`src/rtl/fir_feed_pkg.sv`:
```
// Shared constants and types for the FIR sample feeder: FIR timing, FSM state
// encoding and the default sample type.
package fir_feed_pkg;

  localparam int FIR_TAPS   = 211;
  localparam int FIR_PERIOD = 2 * FIR_TAPS + 2;
  localparam int SAMPLE_W   = 16;

  typedef enum logic {
    ST_IDLE = 1'b0,
    ST_WAIT = 1'b1
  } feed_state_t;

  typedef logic signed [SAMPLE_W-1:0] sample_t;

  // Back-to-back issue spacing when the FIFO never runs dry.
  function automatic int issue_spacing();
    return FIR_PERIOD + 2;
  endfunction

endpackage

```
`src/rtl/fir_feed_fifo.sv`:
```
// First-word-fall-through sample FIFO: the head is presented whenever the FIFO is
// non-empty, so a consumer can read and pop it on the same edge.
module fir_feed_fifo
  import fir_feed_pkg::*;
#(
  parameter int DATA_W = 16,
  parameter int DEPTH  = 16
) (
  input  logic                       clk,
  input  logic                       rst_n,
  input  logic                       push_i,
  input  logic                       pop_i,
  input  logic                       flush_i,
  input  logic signed [DATA_W-1:0]   wr_data_i,
  output logic signed [DATA_W-1:0]   head_o,
  output logic [$clog2(DEPTH):0]     level_o,
  output logic                       full_o,
  output logic                       empty_o
);

  localparam int AW = $clog2(DEPTH);
  localparam int LW = AW + 1;

  logic signed [DATA_W-1:0] mem_q [DEPTH];
  logic [AW-1:0]            wr_ptr_q, wr_ptr_d;
  logic [AW-1:0]            rd_ptr_q, rd_ptr_d;
  logic [LW-1:0]            level_q, level_d;
  logic                     do_push, do_pop;

  // Flush wins over a same-cycle push; a same-cycle pop still hands out the head.
  assign do_push = push_i && !full_o && !flush_i;
  assign do_pop  = pop_i && !empty_o;

  assign full_o  = (level_q == LW'(DEPTH));
  assign empty_o = (level_q == '0);
  assign level_o = level_q;
  assign head_o  = mem_q[rd_ptr_q];

  always_comb begin
    wr_ptr_d = wr_ptr_q;
    rd_ptr_d = rd_ptr_q;
    level_d  = level_q;
    if (flush_i) begin
      wr_ptr_d = '0;
      rd_ptr_d = '0;
      level_d  = '0;
    end else begin
      if (do_push) begin
        wr_ptr_d = wr_ptr_q + 1'b1;
      end
      if (do_pop) begin
        rd_ptr_d = rd_ptr_q + 1'b1;
      end
      unique case ({do_push, do_pop})
        2'b10:   level_d = level_q + 1'b1;
        2'b01:   level_d = level_q - 1'b1;
        default: level_d = level_q;
      endcase
    end
  end

  always_ff @(posedge clk) begin
    if (!rst_n) begin
      wr_ptr_q <= '0;
      rd_ptr_q <= '0;
      level_q  <= '0;
    end else begin
      wr_ptr_q <= wr_ptr_d;
      rd_ptr_q <= rd_ptr_d;
      level_q  <= level_d;
    end
  end

  always_ff @(posedge clk) begin
    if (do_push) begin
      mem_q[wr_ptr_q] <= wr_data_i;
    end
  end

  a_level_bound: assert property (@(posedge clk) disable iff (!rst_n)
    level_q <= LW'(DEPTH));

endmodule

```
`src/rtl/fir_sample_feeder.sv`:
```
// Feeds a ready/valid sample stream into the serial-MAC FIR one sample per FIR run.
// Optional watchdog in WAIT enabled by defining FIR_FEED_TIMEOUT_EN.
module fir_sample_feeder
  import fir_feed_pkg::*;
#(
  parameter int IN_WIDTH       = 16,
  parameter int FIFO_DEPTH     = 16,
  parameter int TIMEOUT_CYCLES = 1024
) (
  input  logic                          clk,
  input  logic                          rst_n,
  input  logic signed [IN_WIDTH-1:0]    s_data,
  input  logic                          s_valid,
  output logic                          s_ready,
  output logic signed [IN_WIDTH-1:0]    fir_data,
  output logic                          fir_valid,
  input  logic                          fir_done,
  input  logic                          flush,
  output logic [$clog2(FIFO_DEPTH):0]   fifo_level,
  output logic                          busy,
  output logic                          timeout_err
);

  if ((FIFO_DEPTH < 2) || ((FIFO_DEPTH & (FIFO_DEPTH - 1)) != 0)) begin : g_bad_depth
    $error("FIFO_DEPTH must be a power of two and at least 2");
  end
  if (TIMEOUT_CYCLES <= FIR_PERIOD + 1) begin : g_bad_timeout
    $error("TIMEOUT_CYCLES must exceed one full FIR run");
  end

  feed_state_t                 state_q, state_d;
  logic signed [IN_WIDTH-1:0]  fir_data_q, fir_data_d;
  logic                        fir_valid_q, fir_valid_d;
  logic                        timeout_err_q, timeout_err_d;
  logic signed [IN_WIDTH-1:0]  fifo_head;
  logic                        fifo_full, fifo_empty;
  logic                        pop;
  logic                        wd_expire;

  fir_feed_fifo #(
    .DATA_W (IN_WIDTH),
    .DEPTH  (FIFO_DEPTH)
  ) u_fifo (
    .clk       (clk),
    .rst_n     (rst_n),
    .push_i    (s_valid),
    .pop_i     (pop),
    .flush_i   (flush),
    .wr_data_i (s_data),
    .head_o    (fifo_head),
    .level_o   (fifo_level),
    .full_o    (fifo_full),
    .empty_o   (fifo_empty)
  );

`ifdef FIR_FEED_TIMEOUT_EN
  localparam int CW = $clog2(TIMEOUT_CYCLES + 1);

  logic [CW-1:0] wd_cnt_q, wd_cnt_d;

  // Counter sits at zero in IDLE, so every entry into WAIT starts from zero.
  assign wd_cnt_d  = (state_q == ST_WAIT) ? wd_cnt_q + 1'b1 : '0;
  assign wd_expire = (state_q == ST_WAIT) && (wd_cnt_q == CW'(TIMEOUT_CYCLES - 1));

  always_ff @(posedge clk) begin
    if (!rst_n) begin
      wd_cnt_q <= '0;
    end else begin
      wd_cnt_q <= wd_cnt_d;
    end
  end
`else
  assign wd_expire = 1'b0;
`endif

  always_comb begin
    state_d       = state_q;
    fir_data_d    = fir_data_q;
    fir_valid_d   = 1'b0;
    timeout_err_d = timeout_err_q;
    pop           = 1'b0;
    unique case (state_q)
      ST_IDLE: begin
        if (!fifo_empty) begin
          pop         = 1'b1;
          fir_data_d  = fifo_head;
          fir_valid_d = 1'b1;
          state_d     = ST_WAIT;
        end
      end
      ST_WAIT: begin
        // A completion on the expiry edge beats the watchdog.
        if (fir_done) begin
          state_d = ST_IDLE;
        end else if (wd_expire) begin
          timeout_err_d = 1'b1;
          state_d       = ST_IDLE;
        end
      end
      default: state_d = ST_IDLE;
    endcase
  end

  always_ff @(posedge clk) begin
    if (!rst_n) begin
      state_q       <= ST_IDLE;
      fir_data_q    <= '0;
      fir_valid_q   <= 1'b0;
      timeout_err_q <= 1'b0;
    end else begin
      state_q       <= state_d;
      fir_data_q    <= fir_data_d;
      fir_valid_q   <= fir_valid_d;
      timeout_err_q <= timeout_err_d;
    end
  end

  assign s_ready     = !fifo_full;
  assign fir_data    = fir_data_q;
  assign fir_valid   = fir_valid_q;
  assign busy        = (state_q == ST_WAIT);
  assign timeout_err = timeout_err_q;

  a_single_pulse: assert property (@(posedge clk) disable iff (!rst_n)
    fir_valid |=> !fir_valid);

endmodule

```
`config.mk`:
```
export PLATFORM = sky130hd
export DESIGN_NAME = fir_sample_feeder
export DESIGN_NICKNAME = d
export VERILOG_FILES = /design/src/rtl/fir_feed_pkg.sv /design/src/rtl/fir_feed_fifo.sv /design/src/rtl/fir_sample_feeder.sv
export SDC_FILE = /design/constraint.sdc
export NUM_CORES = 1
export LEC_CHECK = 0
export CORE_ASPECT_RATIO = 1.25
export CORE_MARGIN = 2
export CORE_UTILIZATION = 60
export CTS_CLUSTER_DIAMETER = 100
export DETAILED_ROUTE_END_ITERATION = 7
export GPL_ROUTABILITY_DRIVEN = 0
export PLACE_DENSITY_LB_ADDON = 0.2
export SLEW_MARGIN = 25
export SYNTH_ARGS = -nofsm -noshare
export SYNTH_HDL_FRONTEND = slang
export SYNTH_HIERARCHICAL = 1
export SYNTH_SLANG_ARGS = --single-unit
```
`constraint.sdc`:
```
create_clock -name clk -period 3.95 [get_ports clk]
set_input_delay 0.79 -clock clk [delete_from_list [all_inputs] [get_ports clk]]
set_output_delay 0.79 -clock clk [all_outputs]
set_load 0.01 [all_outputs]
```
==> metrics.csv <==
stage;metric;value;unit
clock_network;cts_tree;done;
job;cap_violations;0;
drt;routed-via-count;5986;
hold_path;hp-class;reg -> reg;
critical_path;slowest_delay;0.59;ns
global_routing;track_usage;23.9;%
global_routing;grt_overflow;0;
timing;fin_tns_setup;0;ns
drt;drt_iter0_drc;666;
critical_path;cp_data_required_time;4.40;ns
timing;hold_viol;0;
run_status;status;complete, no violations;
critical_path;crit_arrival;3.95;ns
timing;slew_headroom;27.7;%
layout;nets;686;
clock_network;postCtsResizedCells;0;
timing;worst_pin_slew;1.09;ns
synth;async_flop_share;0;%
layout;final_common_cell;edfxtp_1;
floorplanning;die_x;127;microns
clock_network;clkTransAtPathRegs;0.06;ns
timing;slew_violations;0;
critical_path;worst-setup-path-type;reg -> reg;
critical_path;crit_buf_inv;3;
clock_network;root_buffer;clkbuf_16;
floorplanning;boundaryPins;46;
clock_network;cts.path.max_buffers;3;
critical_path;start_kind;flop;
layout;mostFrequentLayoutCells;256 x edfxtp_1, 64 x mux4_2, 44 x clkdlybuf4s50_1;
timing;fmax;285;MHz
global_routing;grt_pass1_vias;6052;
timing;period_share;88.7;%
synth;synth_cell_types;52;
layout;num-fill-cells;1147;
synth;synth_cells;601;
global_routing;grt_max_degree;42;
timing;fin_skew;0.0201;ns
synth;synth_nets;631;
critical_path;cp_top_family;simple AND/OR/NAND/NOR gates;
layout;drive_gt1_share;22.0;%
synth;ys_seq_area_share;73.4;%
clock_network;clock_latency;0.53;ns
clock_network;clock_sinks;291;
drt;avgViaCountPerCell;6.59;
synth;yosys_warnings;6;
placement;port_buffers;44;
critical_path;cp_slowest_cell;or4_4;
drt;wl;23.5;mm
critical_path;crit_path_cell_trace;or4_4, nor2_1, buf_4, or2_1, inv_1, o21ai_4, inv_1, ha_1, xor2_1, ha_1, a21o_1, xnor2_1, or3_1, a21oi_1;
clock_network;cts_setup_buffers;0;
timing;min_period;3.50;ns
synth;synth_edf_count;256;
placement;hpwl;14.1;mm
floorplanning;start_util;61.1;%
clock_network;numCtsBuffers;26;
power_and_ir_drop;power;6.18;mW
synth;ys.flop_type;edfxtp_1;
global_routing;grt_pass1_wl;35.5;mm
layout;diodes;0;
drt;dr.pass1.iters;5;
power_and_ir_drop;powerDensity;473;mW/mm^2
clock_network;htree_levels;1;
floorplanning;die_area;0.0202;sq mm
synth;syn_area;0.0114;sq mm
drt;wire_per_inst;25.9;microns
critical_path;cp_max_fo;17;
timing;rsz0062_at_grt;false;
clock_network;cts_hold_buf;0;
drt;drc;0;
floorplanning;core;0.0187;sq mm
floorplanning;die_y;158;microns
power_and_ir_drop;vdd_ir_drop_max;0.377;mV
power_and_ir_drop;p_leak;4.24;nW
synth;synth.avg_cell_area;19.0;sq um
global_routing;antenna_found_initial;0;
critical_path;endpoint_kind;flop;
layout;syn2layout_area_growth;14.2;%
drt;ant_nets;0;
timing;setup_viol;0;
floorplanning;row_count;56;
synth;synth.ff_latch_count;291;
-- kinds of logic (layout without fill, tap and decap cells) --
| family | Yosys count | count (layout) | share of synthesized area, % |
|---|---|---|---|
| other | 1 | 1 | 0.0328 |
| muxes | 67 | 67 | 12.9 |
| adders and majority gates | 9 | 9 | 0.985 |
| buffers and inverters | 48 | 123 | 2.18 |
| DFF | 291 | 291 | 73.4 |
| AOI/OAI and AO/OA | 85 | 85 | 5.61 |
| and+or+nand+nor | 93 | 93 | 4.42 |
| xor gates and xnor gates | 7 | 7 | 0.536 |
-- state kept, by name, summed over array words and instances, names as in the netlist, named ones only --
| register | count |
|---|---|
| u_fifo/mem_q | 256 |
| fir_data | 16 |
| u_fifo/level_o | 5 |
| u_fifo/rd_ptr_q | 4 |
| u_fifo/wr_ptr_q | 4 |
| busy | 1 |
| fir_valid | 1 |
-- synth_stat cells (2+ instances only) --
| cell type | instances | area share (%) |
|---|---|---|
| edfxtp_1 | 256 | 67 |
| mux4_2 | 64 | 13 |
| dfxtp_1 | 35 | 6.1 |
| nand2_1 | 34 | 1.1 |
| a22oi_1 | 32 | 2.1 |
| clkbuf_1 | 18 | 0.59 |
| o211ai_1 | 17 | 1.1 |
| nor2_1 | 13 | 0.43 |
| and3_1 | 10 | 0.55 |
| ha_1 | 9 | 0.98 |
| o21ai_0 | 9 | 0.39 |
| o21ai_2 | 9 | 0.69 |
| and4_1 | 8 | 0.61 |
| buf_2 | 8 | 0.35 |
| inv_1 | 8 | 0.26 |
| a21oi_1 | 6 | 0.26 |
| buf_4 | 5 | 0.33 |
| nand3_1 | 5 | 0.22 |
| buf_1 | 4 | 0.13 |
| nor2b_1 | 4 | 0.22 |
| xor2_1 | 4 | 0.31 |
| and2_1 | 3 | 0.16 |
| buf_6 | 3 | 0.30 |
| mux2i_1 | 3 | 0.26 |
| nand2b_1 | 3 | 0.16 |
| xnor2_1 | 3 | 0.23 |
| a41oi_1 | 2 | 0.15 |
| nand4_1 | 2 | 0.11 |
-- metrics by stage --
stage               instance area [sq um]  setup WS, ns  hold WS, ns  cells  util [%]
floorplan                           11400         0.716        0.459    601         -
CTS                                 13100         0.484        0.499    908      69.8
global route                        13100         0.271        0.518    908      69.8
detailed placement                  12100         0.526        0.490    860      64.9
finish                              13100         0.446        0.496    908      69.8
global placement                    12100         0.720        0.473    860      64.9
-- report_power, final --
part	switching (mW)	leakage, nW	total [mW]	internal (mW)
registers	0.0103	2.59	3.37	3.36
clock network	1.09	0.443	2.66	1.58
logic	0.0921	1.20	0.149	0.0571
-- layout make-up --
cell class	count	area (sq um)	share of cell area (%)
flip-flops and latches	291	8390	64.3
clock buffers	30	687	5.26
well taps	232	290	2.22
inverters	8	30.0	0.230
clock inverters	18	220	1.69
multi-input cells	262	2800	21.4
repair buffers	67	638	4.89
-- routing by layer --
metal	GRT usage (%)	routed length, microns	vias up
li1	-	-	2564
met1	32.6	9200	3094
met2	40.5	11900	286
met3	4.13	1840	42
met4	7.01	566	0
met5	0	0	-
-- worst paths after layout --
check / startpoint / to / slack (ns) / cells past startpoint
hold reg to reg: fir_data[8]$_SDFFE_PN0P_ / fir_data[8]$_SDFFE_PN0P_ / 0.50 / 2
hold / removal: fir_data[8]$_SDFFE_PN0P_ / fir_data[8]$_SDFFE_PN0P_ / 0.50 / 2
setup / recovery: u_fifo/level_o[1]$_SDFFE_PP0P_ / u_fifo/level_o[2]$_SDFFE_PP0P_ / 0.45 / 14
setup reg to reg: u_fifo/level_o[1]$_SDFFE_PP0P_ / u_fifo/level_o[2]$_SDFFE_PP0P_ / 0.45 / 14
-- tightest hold or removal path: stages (launching register included) --
cell and delay [ns]:
dfxtp_1 0.31, o211ai_1 0.07, o21ai_0 0.07
No activity file was read; power rests on OpenSTA's default activity.
